--- src/rtl/uart_cmd_ctrl.sv ---
// uart_cmd_ctrl: sequences the UART transceiver for the scope command path.
// RX: assembles 3-byte commands {opcode, data_hi, data_lo} from the receiver
//     byte stream and discards a stale partial frame after TO_CYCLES idle clocks.
// TX: serializes a 1- or 2-byte response into the transmitter.
// Ports:
//   clk, rst_n               clock, asynchronous active-low reset
//   rdy, rx_data, clr_rdy    receiver handshake (clr_rdy pulses after accept)
//   trmt, tx_data, tx_done   transmitter handshake
//   cmd, cmd_rdy, clr_cmd_rdy  assembled command to the dispatcher
//   frame_err                pulse when a partial frame is discarded
//   resp_req, resp_data, resp_two, resp_busy, resp_sent  response interface
module uart_cmd_ctrl #(
    parameter int unsigned TO_CYCLES = 1000000,
    parameter int unsigned TO_W      = 20
) (
    input  logic        clk,
    input  logic        rst_n,
    input  logic        rdy,
    input  logic [7:0]  rx_data,
    output logic        clr_rdy,
    output logic        trmt,
    output logic [7:0]  tx_data,
    input  logic        tx_done,
    output logic [23:0] cmd,
    output logic        cmd_rdy,
    input  logic        clr_cmd_rdy,
    output logic        frame_err,
    input  logic        resp_req,
    input  logic [15:0] resp_data,
    input  logic        resp_two,
    output logic        resp_busy,
    output logic        resp_sent
);

    localparam int unsigned BYTE_W = 8;
    localparam int unsigned CMD_W  = 24;
    localparam int unsigned CNT_W  = 2;
    localparam logic [TO_W-1:0] TO_LAST = TO_W'(TO_CYCLES - 1);

    typedef enum logic [2:0] {
        IDLE         = 3'd0,
        LOAD         = 3'd1,
        WAIT_LO_EDGE = 3'd2,
        WAIT_HI_DONE = 3'd3,
        DONE         = 3'd4
    } tx_state_e;

    // RX registers
    logic [CNT_W-1:0]  cnt_q, cnt_d;
    logic [TO_W-1:0]   timer_q, timer_d;
    logic [BYTE_W-1:0] b0_q, b0_d, b1_q, b1_d;
    logic [CMD_W-1:0]  cmd_q, cmd_d;
    logic              cmd_rdy_q, cmd_rdy_d;
    logic              clr_rdy_q, clr_rdy_d;
    logic              frame_err_q, frame_err_d;
    logic              rx_accept;

    // TX registers
    tx_state_e         state_q, state_d;
    logic [BYTE_W-1:0] tx_data_q, tx_data_d;
    logic [BYTE_W-1:0] lo_q, lo_d;
    logic              two_q, two_d;
    logic              trmt_q, trmt_d;
    logic              busy_q, busy_d;
    logic              sent_q, sent_d;
    logic              done_prev_q;
    logic              done_rise;

    // clr_rdy_q masks the cycle before the receiver drops rdy
    assign rx_accept = rdy && !clr_rdy_q && !cmd_rdy_q;
    assign done_rise = tx_done && !done_prev_q;

    // RX byte assembly and partial-frame timeout
    always_comb begin
        cnt_d       = cnt_q;
        timer_d     = timer_q;
        b0_d        = b0_q;
        b1_d        = b1_q;
        cmd_d       = cmd_q;
        cmd_rdy_d   = cmd_rdy_q;
        clr_rdy_d   = rx_accept;
        frame_err_d = 1'b0;
        if (clr_cmd_rdy) begin
            cmd_rdy_d = 1'b0;
        end
        if (rx_accept) begin
            timer_d = '0;
            case (cnt_q)
                2'd0: begin
                    b0_d  = rx_data;
                    cnt_d = 2'd1;
                end
                2'd1: begin
                    b1_d  = rx_data;
                    cnt_d = 2'd2;
                end
                default: begin
                    cmd_d     = {b0_q, b1_q, rx_data};
                    cmd_rdy_d = 1'b1;
                    cnt_d     = '0;
                end
            endcase
        end else if (cnt_q != '0) begin
            if (timer_q == TO_LAST) begin
                cnt_d       = '0;
                timer_d     = '0;
                frame_err_d = 1'b1;
            end else begin
                timer_d = timer_q + TO_W'(1);
            end
        end else begin
            timer_d = '0;
        end
    end

    // TX next-state and outputs
    always_comb begin
        state_d   = state_q;
        tx_data_d = tx_data_q;
        lo_d      = lo_q;
        two_d     = two_q;
        trmt_d    = 1'b0;
        busy_d    = busy_q;
        sent_d    = 1'b0;
        case (state_q)
            IDLE: begin
                if (resp_req) begin
                    lo_d      = resp_data[7:0];
                    two_d     = resp_two;
                    busy_d    = 1'b1;
                    tx_data_d = resp_two ? resp_data[15:8] : resp_data[7:0];
                    trmt_d    = 1'b1;
                    state_d   = LOAD;
                end
            end
            LOAD: begin
                state_d = WAIT_LO_EDGE;
            end
            WAIT_LO_EDGE: begin
                if (done_rise) begin
                    if (two_q) begin
                        tx_data_d = lo_q;
                        two_d     = 1'b0;
                        trmt_d    = 1'b1;
                        state_d   = LOAD;
                    end else begin
                        busy_d  = 1'b0;
                        sent_d  = 1'b1;
                        state_d = DONE;
                    end
                end
            end
            DONE: begin
                state_d = IDLE;
            end
            default: begin
                state_d = IDLE;
            end
        endcase
    end

    always_ff @(posedge clk or negedge rst_n) begin
        if (!rst_n) begin
            cnt_q       <= '0;
            timer_q     <= '0;
            b0_q        <= '0;
            b1_q        <= '0;
            cmd_q       <= '0;
            cmd_rdy_q   <= 1'b0;
            clr_rdy_q   <= 1'b0;
            frame_err_q <= 1'b0;
            state_q     <= IDLE;
            tx_data_q   <= '0;
            lo_q        <= '0;
            two_q       <= 1'b0;
            trmt_q      <= 1'b0;
            busy_q      <= 1'b0;
            sent_q      <= 1'b0;
            done_prev_q <= 1'b0;
        end else begin
            cnt_q       <= cnt_d;
            timer_q     <= timer_d;
            b0_q        <= b0_d;
            b1_q        <= b1_d;
            cmd_q       <= cmd_d;
            cmd_rdy_q   <= cmd_rdy_d;
            clr_rdy_q   <= clr_rdy_d;
            frame_err_q <= frame_err_d;
            state_q     <= state_d;
            tx_data_q   <= tx_data_d;
            lo_q        <= lo_d;
            two_q       <= two_d;
            trmt_q      <= trmt_d;
            busy_q      <= busy_d;
            sent_q      <= sent_d;
            done_prev_q <= tx_done;
        end
    end

    assign clr_rdy   = clr_rdy_q;
    assign cmd       = cmd_q;
    assign cmd_rdy   = cmd_rdy_q;
    assign frame_err = frame_err_q;
    assign trmt      = trmt_q;
    assign tx_data   = tx_data_q;
    assign resp_busy = busy_q;
    assign resp_sent = sent_q;

endmodule

--- config.mk ---
export PLATFORM = sky130hd
export DESIGN_NAME = uart_cmd_ctrl
export DESIGN_NICKNAME = d
export VERILOG_FILES = /design/src/rtl/uart_cmd_ctrl.sv
export SDC_FILE = /design/constraint.sdc
export NUM_CORES = 1
export LEC_CHECK = 0
export ABC_AREA = 1
export CORE_AREA = 2 2 99 140
export CTS_CLUSTER_SIZE = 28
export DETAILED_ROUTE_END_ITERATION = 8
export DIE_AREA = 0 0 101 142
export HOLD_SLACK_MARGIN = 0.08
export SYNTH_ARGS = -nofsm -noshare
export SYNTH_HDL_FRONTEND = slang
export SYNTH_SLANG_ARGS = --single-unit
--- constraint.sdc ---
create_clock -name clk -period 1.5 [get_ports clk]
set_clock_uncertainty 0.2 [all_clocks]
set_input_delay 0.45 -clock clk [delete_from_list [all_inputs] [get_ports clk]]
set_output_delay 0.45 -clock clk [all_outputs]
set_load 0.005 [all_outputs]
==> flow_summary.ini <==
[setup_path]
worst-r2r-setup-slack_ns = -0.15
worstSetupPathType = reg -> reg
required_ns = 1.50
crit_arrival_ns = 1.65
critPathMaxFanout = 9
cp-start-kind = flip-flop
cp-end-kind = flip-flop

[synthesis]
yosysWarnings = 0
synth_nets = 440
syn-cell-area_um2 = 3860
yosysUniqueCellTypes = 29
synth.avg_cell_area_um2 = 9.45
synth_cells = 408
synth-seq-area-share_pct = 57.8
synth_seq_cells = 89

[timing]
rsz0062_at_grt = true
clock.fmax_mhz = 605
setup_viol = 79
min_period_over_period_pct = 110
fin_tns_setup_ns = -4.37
slew_headroom_pct = 75.2
hold_viol_final = 0
period_minus_slack_ns = 1.65
worst_slew_pin_slew_ns = 0.372
setup_slack_ns = -0.152
drv_slew = 0

[place]
gp_congestion = 0.818
place_inst = 674
hpwl_um = 6660
portBuffers = 68
place_area_um2 = 5210

[run]
cap_viol_max_count = 0

[grt]
grt_usage_pct = 14.3
grt_pass1_vias = 3297
overflow = 0
grt_max_degree = 26
antenna_found_initial = 0
grt_pass1_wl_um = 16100

[floorplan]
die-area_um2 = 14300
pin_count = 69
start_util_pct = 29.4
die_h_um = 142
dieWidth_um = 101
core_area_um2 = 13100
rows = 50

[drt]
routed_wl_um = 10500
first_pass_iters = 4
wl_per_cell_um = 14.4
vias_per_cell = 4.61
drc = 0
drt_iter0_drc = 101
vias = 3363
drtAntennaViolNets = 0

[clocking]
clk_pin_slew_worst_paths_ns = 0.06
clock_sinks = 89
tritoncts = yes
clockRootBuffer = clkbuf_16
htreeDepth = 3
clockBufferDepth = 2
clock_latency_ns = 0.34
cts_inserted_buffers = 9

[finish]
fin_nets = 600
multi_input_area_um2 = 1900
final_common_cell = dfrtp_1
diodes = 0
final_core_util_pct = 47.2
final_cell_mix = dfrtp_1, buf_4, nand2_1
seq_area_um2 = 2230
final_cells = 729
drive_above_1_share_pct = 46.1
syn_to_final_growth_pct = 60.8
stdcell_area_um2 = 6200
fillCellCount = 1221

[power_and_ir_drop]
p_switching_mw = 3.86
power.total_mw = 11.6
clkPwrFrac_pct = 23.7
power.share.sequential_pct = 33.4
leakage_nw = 2.95
vdd_ir_drop_max_v = 0.000936
powerDensity_nw_per_um2 = 1870
p_comb_share_pct = 42.9
p_int_mw = 7.74
netSwitchingFraction_pct = 33.3

[outcome]
status = finished, violations left
violations = negative setup slack

[hold_path]
hold_class = in -> reg
Yosys cell counts:
cell type | n | area share (%)
nand4_1 | 4 | 0.65
nand3_2 | 1 | 0.26
clkinv_1 | 1 | 0.097
xnor2_1 | 4 | 0.91
nor3_1 | 7 | 0.91
clkbuf_1 | 4 | 0.39
mux2_1 | 1 | 0.29
dfrtp_1 | 89 | 58
mux2_2 | 16 | 4.7
a31o_2 | 8 | 1.8
nand3_1 | 18 | 2.3
nor3_4 | 1 | 0.42
nand3b_2 | 1 | 0.29
ha_1 | 1 | 0.32
xor2_1 | 9 | 2.0
a21oi_2 | 1 | 0.23
nand2_1 | 92 | 9.0
o21ai_0 | 30 | 3.9
o21ai_1 | 1 | 0.13
nor2_4 | 3 | 0.88
nand3b_1 | 1 | 0.19
inv_1 | 29 | 2.8
inv_2 | 2 | 0.19
nand2_2 | 5 | 0.81
buf_6 | 3 | 0.88
a21oi_1 | 9 | 1.2
buf_2 | 2 | 0.26
nor2_1 | 64 | 6.2
buf_4 | 1 | 0.19
worst max-delay path, cell delays in order (launching register included):
cell	delay, ns
dfrtp_1	0.42
nor3_4	0.25
buf_6	0.18
nand3_4	0.10
buf_12	0.16
nand2_1	0.09
o21ai_1	0.11
timing repair:
item	CTS	global route
hold buffers	1	0
cloned	5	4
resized for setup	217	82
pin swaps	13	11
setup buffers	22	12
endpoints found under the setup margin	106	117
hold endpoints to repair	21	0
area by class of cell:
| class | instances | area share [%] |
|---|---|---|
| multi-input cells | 279 | 30.6 |
| well taps | 156 | 3.15 |
| inverters | 32 | 1.96 |
| repair buffers | 157 | 22.4 |
| clock buffers | 9 | 3.63 |
| clock inverters | 7 | 2.28 |
| flip-flops and latches | 89 | 35.9 |
flip-flops by register name (all words and copies together), names as in the netlist:
| signal | flops |
|---|---|
| resp_busy | 1 |
| cmd | 24 |
| timer_q | 20 |
| tx_data | 8 |
| cmd_rdy | 1 |
| state_q | 3 |
| frame_err | 1 |
| done_prev_q | 1 |
| trmt | 1 |
| cnt_q | 2 |
| b0_q | 8 |
| resp_sent | 1 |
| lo_q | 8 |
| two_q | 1 |
| b1_q | 8 |
| clr_rdy | 1 |
power by group through the flow:
stage	sequential (mW)	clock, mW	combinational, mW
3_3_place_gp	3.79	0	3.60
4_1_cts	3.79	2.80	4.30
2_1_floorplan	3.77	0	1.87
5_1_grt	3.99	2.93	5.42
3_5_place_dp	3.83	0	3.70
6_report	3.87	2.75	4.98
routing by layer:
metal  wire, µm  vias up  GRT usage (%)
met3        356       16           2.80
met1       4090     1642           16.4
met4        170        0           4.69
met2       5890       60           26.4
met5          0        -              0
li1           -     1645              -
worst paths after layout:
path / endpoint / depth (start not counted) / from
hold reg to reg: lo_q[4] / 2 / lo_q[4]
hold / removal: done_prev_q / 1 / tx_done
setup reg to reg: b1_q[1] / 6 / cmd_rdy
min in group asynchronous: cmd_rdy / 2 / rst_n
setup / recovery: b1_q[1] / 6 / cmd_rdy
max in group asynchronous: b1_q[6] / 3 / rst_n
per-stage QoR:
step                setup WS, ns  hold slack, ns
floorplan                 -0.104         -0.0456
global placement          -0.493           0.190
detailed placement        -0.523           0.189
CTS                       -0.107           0.166
global route              -0.192           0.164
finish                    -0.152           0.180
kinds of logic (layout without fill, tap and decap cells):
family	after synthesis	after routing	synth area share, %
adder cells (fa/ha/maj)	1	1	0.324
AND/OR/NAND/NOR	197	199	21.9
AO/OA/AOI/OAI	49	49	7.24
buffers and inverters	42	205	4.83
flip-flops	89	89	57.8
XOR/XNOR	13	13	2.95
multiplexers	17	17	4.96
No activity file was read; power rests on OpenSTA's default activity.
